### src/rtl/tl_pkg.sv
// Shared transaction-layer definitions: state encodings, word layout and class extraction.
package tl_pkg;

  localparam int DATA_W    = 12;
  localparam int CLASS_LSB = 8;

  typedef enum logic [1:0] {
    ST_RESET  = 2'd0,
    ST_INIT   = 2'd1,
    ST_IDLE   = 2'd2,
    ST_ACTIVE = 2'd3
  } estado_t;

  function automatic logic [1:0] clase_de(input logic [DATA_W-1:0] d);
    return d[CLASS_LSB+1 -: 2];
  endfunction

endpackage

### src/rtl/arbitro_tl_prioridad_fija.sv
// Fixed-priority one-hot encoder over four requests, lowest index wins.
module prioridad_fija (
  input  logic [3:0] req,
  output logic [3:0] gnt,
  output logic       any
);

  always_comb begin
    gnt = 4'b0000;
    if (req[0])      gnt = 4'b0001;
    else if (req[1]) gnt = 4'b0010;
    else if (req[2]) gnt = 4'b0100;
    else if (req[3]) gnt = 4'b1000;
  end

  assign any = |req;

endmodule

### src/rtl/arbitro_tl.sv
// Transaction-layer arbiter: moves one word per cycle from the input VC FIFOs to the
// output FIFO chosen by the word's class, and owns the shared FIFO thresholds.
module arbitro_tl #(
  parameter int DATA_W    = tl_pkg::DATA_W,
  parameter int CLASS_LSB = tl_pkg::CLASS_LSB,
  parameter int CNT_W     = 5
) (
  input  logic              clk,
  input  logic              reset,
  input  logic              init,
  input  logic [2:0]        Umbral_bajo_in,
  input  logic [2:0]        Umbral_alto_in,
  input  logic [DATA_W-1:0] data_in0,
  input  logic [DATA_W-1:0] data_in1,
  input  logic [DATA_W-1:0] data_in2,
  input  logic [DATA_W-1:0] data_in3,
  input  logic [3:0]        empty_in,
  input  logic [3:0]        almost_full_out,
  output logic [3:0]        pop_in,
  output logic [3:0]        push_out,
  output logic [DATA_W-1:0] data_out,
  output logic [2:0]        Umbral_bajo,
  output logic [2:0]        Umbral_alto,
  output logic              idle,
  output logic [1:0]        estado,
  output logic [CNT_W-1:0]  contador0,
  output logic [CNT_W-1:0]  contador1,
  output logic [CNT_W-1:0]  contador2,
  output logic [CNT_W-1:0]  contador3
);

  import tl_pkg::*;

  estado_t           state;
  logic [DATA_W-1:0] head [4];
  logic [1:0]        clase [4];
  logic [3:0]        elegible;
  logic [3:0]        gnt;
  logic              hay_gnt;
  logic              pop_valid;
  logic [DATA_W-1:0] sel_data;
  logic [1:0]        sel_clase;
  logic [CNT_W-1:0]  cnt [4];

  assign head[0] = data_in0;
  assign head[1] = data_in1;
  assign head[2] = data_in2;
  assign head[3] = data_in3;

  // A blocked head word is skipped so it cannot starve lower-priority channels.
  always_comb begin
    for (int i = 0; i < 4; i++) begin
      clase[i]    = head[i][CLASS_LSB+1 -: 2];
      elegible[i] = !empty_in[i] && !almost_full_out[clase[i]];
    end
  end

  prioridad_fija u_prioridad (
    .req (elegible),
    .gnt (gnt),
    .any (hay_gnt)
  );

  assign pop_valid = reset && (state == ST_ACTIVE) && !init && hay_gnt;
  assign pop_in    = pop_valid ? gnt : 4'b0000;

  always_comb begin
    sel_data = '0;
    for (int i = 0; i < 4; i++) begin
      if (gnt[i]) sel_data = head[i];
    end
  end

  assign sel_clase = sel_data[CLASS_LSB+1 -: 2];

  // The word popped this cycle is pushed next cycle even if init stops further pops.
  always_ff @(posedge clk) begin
    if (!reset) begin
      state       <= ST_RESET;
      push_out    <= 4'b0000;
      data_out    <= '0;
      Umbral_bajo <= 3'd0;
      Umbral_alto <= 3'd0;
      for (int j = 0; j < 4; j++) cnt[j] <= '0;
    end else begin
      push_out <= 4'b0000;
      if (pop_valid) begin
        push_out         <= 4'b0001 << sel_clase;
        data_out         <= sel_data;
        cnt[sel_clase]   <= cnt[sel_clase] + CNT_W'(1);
      end
      case (state)
        ST_RESET:  state <= init ? ST_INIT : ST_IDLE;
        ST_INIT: begin
          Umbral_bajo <= Umbral_bajo_in;
          Umbral_alto <= Umbral_alto_in;
          if (!init) state <= ST_IDLE;
        end
        ST_IDLE: begin
          if (init)                state <= ST_INIT;
          else if (!(&empty_in))   state <= ST_ACTIVE;
        end
        ST_ACTIVE: begin
          if (init)                                   state <= ST_INIT;
          else if ((&empty_in) && (push_out == 4'b0)) state <= ST_IDLE;
        end
        default: state <= ST_RESET;
      endcase
    end
  end

  assign estado    = state;
  assign idle      = (state == ST_IDLE);
  assign contador0 = cnt[0];
  assign contador1 = cnt[1];
  assign contador2 = cnt[2];
  assign contador3 = cnt[3];

endmodule

### config.mk
export PLATFORM = sky130hd
export DESIGN_NAME = arbitro_tl
export DESIGN_NICKNAME = d
export VERILOG_FILES = /design/src/rtl/tl_pkg.sv /design/src/rtl/arbitro_tl_prioridad_fija.sv /design/src/rtl/arbitro_tl.sv
export SDC_FILE = /design/constraint.sdc
export NUM_CORES = 1
export LEC_CHECK = 0
export ABC_AREA = 1
export BUFFER_PORTS_ARGS = -buffer_cell sky130_fd_sc_hd__buf_4
export CORE_UTILIZATION = 35
export DETAILED_ROUTE_END_ITERATION = 6
export PLACE_DENSITY = 0.63
export SETUP_SLACK_MARGIN = 0.15
export SYNTH_ARGS = -nofsm -noshare
export SYNTH_HDL_FRONTEND = slang
export SYNTH_SLANG_ARGS = --single-unit
### constraint.sdc
create_clock -name clk -period 2.61 [get_ports clk]
set_clock_uncertainty 0.2 [all_clocks]
set_input_delay 0.3915 -clock clk [delete_from_list [all_inputs] [get_ports clk]]
set_output_delay 0.3915 -clock clk [all_outputs]
set_load 0.005 [all_outputs]
# [Word-level counts from Yosys, hierarchy flattened]
# Memory sizes are Yosys's and may differ from the RTL's.
# Index checks and enable logic that the tools add are counted.
[totals] ram_bits=20 inputBits=65 memories=1 reg_bits=24 out_inout_bits=49 word_cells=73
[op_classes] eq_ne=6 n_reduce_logical=24 mux=31 addsub=1 shifts=1 order_cmp=4
[mem_list] memory="cnt" depth=4 word_bits=5 rd=5 rd_ports_with_merged_regs=0 wr=4 line="arbitro_tl.sv:43" source="logic [CNT_W-1:0] cnt [4];"
[op_table] operator="12-bit two-way mux" count=4
[op_table] operator="4-bit two-way mux" count=5
[op_table] operator="2-bit two-way mux" count=7
[op_table] operator="2-bit by 3-bit less-than comparator with 1-bit output, second input constant" count=4
[op_table] operator="1-bit logical NOT" count=9
[op_table] operator="1-bit two-way mux" count=9
[op_table] operator="1-bit binary-select mux with 2-bit select" count=4
[op_table] operator="1-bit logical AND" count=8
[op_table] operator="2-bit case mux with 4 select lines" count=1
[op_table] operator="5-bit by 1-bit adder with 5-bit output, second input constant" count=1
[op_table] operator="5-bit two-way mux" count=1
[op_table] operator="5-bit OR reduction" count=1
[op_table] operator="2-bit == test, second input constant" count=2
[op_table] operator="4-bit logical NOT" count=1
[op_table] operator="4-bit AND reduction" count=1
[op_table] operator="4-bit OR reduction" count=1
[op_table] operator="1-bit by 2-bit << shifter with 4-bit output, first input constant" count=1
[op_table] operator="3-bit by 2-bit inequality test with 1-bit output, second input constant" count=1
[op_table] operator="3-bit inequality test, second input constant" count=1
[op_table] operator="3-bit AND reduction" count=1
[op_table] operator="2-bit by 1-bit == test with 1-bit output, second input constant" count=1
[op_table] operator="2-bit logical NOT" count=1
[op_table] operator="2-bit inequality test, second input constant" count=1
[op_table] operator="2-bit AND reduction" count=1

# [Depth between registers and ports, before layout]
# Gate-level depths: netlist of run 1.
# An unclocked memory read counts as a cell.
[logic_depth] word_depth=15 depth_mapped=20 mapped_depth_nobuf=19

# [Hierarchy]
# A second synthesis of run 1 with hierarchy kept.
[unflattened] cells_unflattened=331 area_unflattened_um2=2482.4
[by_module_without_submodules] module="arbitro_tl" cells_per_inst=319 seq_area_each_um2=1081.0 instances=1 area_per_inst_um2=2433.6
[by_module_without_submodules] module="prioridad_fija" cells_per_inst=12 seq_area_each_um2=0.0 instances=1 area_per_inst_um2=48.8

# [Least setup slack after synthesis of run 1]
# OpenSTA, ideal clock, no wires.
[synth_path] path_kind="input port to flip-flop" start="in almost_full_out[3]" end="mem cnt[1][2] (data pin)" slack_ns=0.044 t_required_ns=2.153 arrival_time_ns=2.110 setup_time_ns=0.257 n_path_buf=1 cell_stages=18 cell_sequence="inv_1 nand2_1 nand3_1 nand2_1 nor2_2 nand3_2 nor2_2 nor2_8 nand2_4 buf_6 nand2_1 nand3_1 nand2_2 ha_1 nor2_1 nor3_4 inv_2 nor2_1"
[synth_lines] item="start, declared" line="arbitro_tl.sv:18" source="input logic [3:0] almost_full_out,"
[synth_lines] item="end, declared" line="arbitro_tl.sv:43"

==> results.json, run 1 <==
{
  "final-hold-violation-count": 0,
  "max_cap_violations": 0,
  "gp_congestion": 0.880,
  "drtIter0Drc": 123,
  "cellPowerDensity_nw_per_um2": 501,
  "fin_area_um2": 4110,
  "grt_max_degree": 17,
  "synth.avg_cell_area_um2": 7.30,
  "start_util_pct": 36.8,
  "setup_slack_ns": 0.272,
  "post-route-period-util_pct": 89.6,
  "r2r_slack_ns": 0.52,
  "path_max_fanout": 5,
  "synth_nets": 440,
  "dp_hpwl_um": 6520,
  "netlist.area_leader.share_pct": 22.2,
  "synth-seq-cells": 44,
  "maxSlewViolCount": 0,
  "fp.dieArea_um2": 8100,
  "cts_inserted_buffers": 5,
  "io_buffer_count": 113,
  "ys.warnings.count": 0,
  "drc": 0,
  "grt_pass1_vias": 2937,
  "critPathArrivalTime_ns": 2.19,
  "grt_use_total_pct": 20.6,
  "dr_wl_met2_um": 4050,
  "min_to": "Umbral_alto[2]",
  "die_h_um": 90.0,
  "p_total_uw": 2060,
  "endpoint_kind": "register",
  "syn_to_final_growth_pct": 51.5,
  "hp-start": "Umbral_alto_in[2]",
  "cp_num_buf_inv": 4,
  "synth_cell_types": 30,
  "placed_area_um2": 3900,
  "clkTransAtPathRegs_ns": 0.08,
  "diodes": 0,
  "root_buffer": "clkbuf_8",
  "max_clock_freq_mhz": 428,
  "dp_slack_ns": -0.0923,
  "max_stage_delay_ns": 0.16,
  "hold_path_class": "in2reg",
  "r2r-end": "cnt[1][3]",
  "critPathKind": "in2reg",
  "setup_viol": 0,
  "peakVddDrop_uv": 375,
  "core_area_um2": 7370,
  "vias_per_cell": 4.82,
  "routed_wl_um": 8180,
  "ys_top_cells_by_area": "edfxtp_1 22%, dfxtp_1 18%, nand2_1 13%",
  "firstDrtPassIters": 4,
  "wl_met1_um": 3620,
  "antenna_found_initial": 0,
  "status": "completed",
  "critPathLaunchType": "input pin",
  "grt_pass1_wl_um": 13600,
  "r2r_cells": 10,
  "yosysSeqAreaShare_pct": 39.9,
  "clock_sinks": 44,
  "fin_crit_ns": 2.34,
  "cts_buffer_depth": 2,
  "worstPathRequired_ns": 2.46,
  "avgRoutedWirePerCell_um": 13.3,
  "vias": 2956,
  "maxUsedRoutingLayer": "met4",
  "cp_slowest_cell": "nand3_4",
  "cts_tree": "done",
  "worstPathCellList": "buf_4 > inv_1 > nand2_1 > nand3_2 > nand3_4 > nand2_2 > nor2_4 > nand3_2 > inv_2 > nor2_8 > buf_4 > nand3_1 > nand2_1 > nor2_4 > nand3_2 > nand3_2 > nor2_1",
  "io_pins": 114,
  "yosysTopAreaCell": "edfxtp_1",
  "route.met3.wl_um": 345,
  "max-slew-margin-rel_pct": 79.0,
  "die_x_um": 90.0,
  "syn_area_um2": 2710,
  "leakage_uw": 0.00196,
  "drive_gt1_share_pct": 39.9,
  "hold_buffers": 0,
  "r2r-start": "estado[0]",
  "holdPathStages": 3,
  "synth_cells": 371,
  "nets": 582,
  "hold-worst-slack_ns": 0.123,
  "ant_nets": 0,
  "cp_top_family": "simple AND/OR/NAND/NOR gates",
  "clock_latency_ns": 0.29,
  "rows": 31,
  "rsz0062_at_grt": "true",
  "crit_top_cell": "nand3_2",
  "worst_slew_pin_slew_ns": 0.313,
  "gr-total-overflow": 0,
  "cts_max_level": 2,
  "fin_setup_tns_ns": 0
}
-- area by class of cell --
type / instances / area, µm²
multi-input cells: 265 / 1490
inverters: 50 / 188
well taps: 99 / 124
fillers: 732 / 3260
flip-flops and latches: 44 / 1080
clock buffers: 6 / 72.6
clock inverters: 2 / 35.0
repair buffers: 147 / 1120
-- timing repair --
| item | in CTS | in global routing |
|---|---|---|
| setup endpoints to repair | 3 | 29 |
| resized for setup | 1 | 13 |
| pin swaps | 0 | 2 |
| setup buffers | 0 | 4 |
-- where the power goes --
part	switching (µW)	total (µW)	internal (µW)
registers	43.5	827	783
clock network	217	501	284
logic	386	728	342
-- synth_stat cells --
cell      instances
a211oi_1          1
nor2_4            4
nand3_2           6
inv_1            43
clkbuf_1         10
a21oi_1           7
nand3_4           2
nor2_2            3
nand2_4           1
o21ai_2           1
dfxtp_1          24
nand2_2          12
nand3_1          44
nor4_1            2
a31oi_1          11
nand4_1          12
nor2_8            2
edfxtp_1         20
nor3_4            1
buf_2             1
o21ai_0          12
ha_1              4
buf_6             1
nand3b_1          2
nand2_1          95
nor3_1            1
inv_2             7
nor2_1           40
a21oi_2           1
nand3b_2          1
-- state kept, by name (all words and copies together), names as in the netlist --
| signal | count |
|---|---|
| estado | 2 |
| push_out | 4 |
| data_out | 12 |
| cnt | 20 |
| Umbral_bajo | 3 |
| Umbral_alto | 3 |
-- worst min-delay path: stages --
cell    delay [ns]
buf_4         0.07
nor2_1        0.03
nor2_1        0.08
-- through the flow --
stage          utilization [%]  instances
2_1_floorplan                -        371
3_3_place_gp              53.0        601
3_5_place_dp              53.0        601
4_1_cts                   54.5        609
5_1_grt                   55.7        613
6_report                  55.7        613
-- routing by layer --
metal  vias up  GRT usage [%]
li1       1492              -
met1      1373           25.7
met2        79           36.4
met3        12           3.05
met4         0           6.85
met5         -              0
-- logic make-up after synthesis --
family,share of synthesized area (%)
buf+inv,8.91
compound gates,6.97
fa+ha+maj,1.85
simple gates,42.4
flops,39.9
-- cell usage in the layout, fill, tap and decap left out, types with 2 or more instances in the layout --
master,netlist,final
nand4_1,12,12
nor4_1,2,2
nand2_4,1,3
a31oi_1,11,11
nor2_4,4,7
nand2_2,12,12
ha_1,4,3
nor3_4,1,2
inv_2,7,8
nand3b_1,2,2
nand3_1,44,42
nor2_1,40,39
dfxtp_1,24,24
edfxtp_1,20,20
nand2_1,95,93
nand3_2,6,7
buf_4,0,145
clkbuf_8,0,5
nor2_8,2,2
nand3_4,2,3
o21ai_0,12,12
inv_1,43,42
a21oi_1,7,6
a21oi_2,1,2
-- worst max-delay path by stage --
stage | cells past startpoint | startpoint | end
floorplan | 18 | almost_full_out[3] | cnt[1][2]
global placement | 15 | data_in0[9] | cnt[0][4]
detailed placement | 15 | data_in0[9] | cnt[2][4]
CTS | 10 | data_in0[9] | pop_in[0]
global route | 17 | almost_full_out[3] | cnt[2][4]
finish | 17 | almost_full_out[3] | cnt[2][4]
(Power assumes the default switching activity.)
==> run 2: changes to the inputs <==
- CORE_UTILIZATION: 35 -> 44
- PLACE_DENSITY: 0.63 -> 0.76
==> run 2 against run 1 <==
  * Via count grew 3.0%
  * Die area fell by 20%
  * Setup slack lost 0.069 ns
  * First-iteration DRC count is 41% higher
  * Sequential power barely moved
  * Critical path type unchanged
  * Critical endpoint is now cnt[0][4]
==> results.json, run 2 (same netlist as run 1, synthesis figures left out) <==
{
  "cts_max_level": 2,
  "die_h_um": 80.5,
  "setup_viol": 0,
  "grt_pass1_wl_um": 12700,
  "largest_reg_flops": 20,
  "clock_sinks": 44,
  "nets": 580,
  "peakVddDrop_uv": 549,
  "routed_wl_um": 8590,
  "hold_path_class": "in2reg",
  "worstPathRequired_ns": 2.47,
  "cts_buffer_depth": 2,
  "cts_inserted_buffers": 5,
  "final_cell_mix": "138 x buf_4, 82 x nand2_1, 38 x nor2_1",
  "grt_max_degree": 17,
  "dp_hpwl_um": 6280,
  "fp.dieArea_um2": 6470,
  "gr-total-overflow": 0,
  "critPathArrivalTime_ns": 2.26,
  "cellPowerDensity_nw_per_um2": 481,
  "start_util_pct": 45.8,
  "diodes": 0,
  "critPathKind": "in2reg",
  "fin_area_um2": 4200,
  "max_cap_violations": 0,
  "syn_to_final_growth_pct": 55.0,
  "vias": 3044,
  "vias_per_cell": 5.19,
  "rsz0062_at_grt": "true",
  "post-route-period-util_pct": 92.2,
  "leakage_uw": 0.00199,
  "antenna_found_initial": 0,
  "status": "completed",
  "core_area_um2": 5920,
  "top_register": "cnt",
  "placed_cells": 574,
  "die_x_um": 80.5,
  "worst_slew_pin_slew_ns": 0.393,
  "grt_pass1_vias": 2734,
  "ant_nets": 0,
  "avgRoutedWirePerCell_um": 14.6,
  "final_cell_count_no_fill": 587,
  "max_clock_freq_mhz": 415,
  "rows": 28,
  "maxSlewViolCount": 0,
  "reg.largest.list": "cnt (20), data_out (12), push_out (4)",
  "fin_crit_ns": 2.41,
  "io_pins": 114,
  "placed_area_um2": 3840,
  "firstDrtPassIters": 4,
  "drc": 0,
  "hold_buffers": 0,
  "io_buffer_count": 113,
  "critPathLaunchType": "input pin",
  "final_common_cell": "buf_4",
  "cts_tree": "done",
  "max-slew-margin-rel_pct": 73.5,
  "path_max_fanout": 8,
  "endpoint_kind": "register",
  "clock_latency_ns": 0.29,
  "grt_use_total_pct": 25.5,
  "gp_congestion": 0.854,
  "final-hold-violation-count": 0,
  "drtIter0Drc": 173,
  "finish.utilization_pct": 70.9,
  "fillers": 482,
  "clkTransAtPathRegs_ns": 0.08,
  "root_buffer": "clkbuf_8",
  "drive_gt1_share_pct": 43.9
}
## run 2: changes by cell type in the layout (fill, tap and decap cells not counted), moves of 2 or more
cell	previous run	this run
nand3_1	42	35
nand2_4	3	10
nand3_4	3	6
inv_1	42	36
nor2_2	1	3
buf_6	1	5
inv_4	0	5
nand2_2	12	16
nand2_1	93	82
buf_4	145	138
nand3_2	7	11
## run 2: metrics by stage
step           setup TNS (ns)  total power (µW)  setup slack [ns]  hold WS (ns)
6_report                    0              2020             0.203         0.124
4_1_cts                     0              1940             0.170         0.113
3_3_place_gp          -0.0663              1510           -0.0143         0.250
3_5_place_dp           -0.605              1530           -0.0549         0.256
2_1_floorplan               0              1220             0.139         0.252
5_1_grt                     0              2130            0.0575         0.115
## run 2: worst paths after layout
| path | cells past startpoint | slack (ns) | to | start |
|---|---|---|---|---|
| min | 3 | 0.12 | Umbral_bajo[0] | Umbral_bajo_in[0] |
| max | 16 | 0.20 | cnt[0][4] | data_in2[8] |
| min reg2reg | 2 | 0.26 | data_out[8] | data_out[8] |
| max reg2reg | 11 | 0.53 | cnt[0][2] | estado[0] |
## run 2: report_power, final
part	internal, µW	switching (µW)
Sequential	783	46.5
Clock	186	226
Combinational	355	421
## run 2: critical path, cell delays in order
cell,delay (ns)
buf_4,0.12
inv_2,0.06
nand2_1,0.05
a21oi_1,0.24
nor2_4,0.11
nor2_4,0.14
nand3_4,0.18
nand3b_1,0.17
nand3_2,0.09
nand2_2,0.11
ha_4,0.16
inv_4,0.04
nor2_4,0.14
nand3_2,0.10
nand3_4,0.09
nor2_1,0.05
## run 2: repair_timing
action	4_1_cts	5_1_grt
cloned	0	1
endpoints found under the setup margin	3	30
buffers inserted	0	4
pin swaps	0	22
gates resized for setup	2	61
## run 2: area by class of cell
type,count,area (µm²),area share (%)
Inverter,50,213,5.07
Clock buffer,6,72.6,1.73
Timing Repair Buffer,144,1110,26.5
Clock inverter,2,11.3,0.268
Sequential cell,44,1080,25.8
Tap cell,75,93.8,2.24
Multi-Input combinational cell,266,1610,38.5
## run 2: per-layer routing
layer	vias to the layer above	part of all wire, %	routed length [µm]	GRT usage [%]
met1	1417	40	3460	32.3
met2	113	52	4500	44.4
li1	1498	-	-	-
met4	0	2.2	185	7.68
met3	16	5.2	446	3.98
met5	-	0	0	0
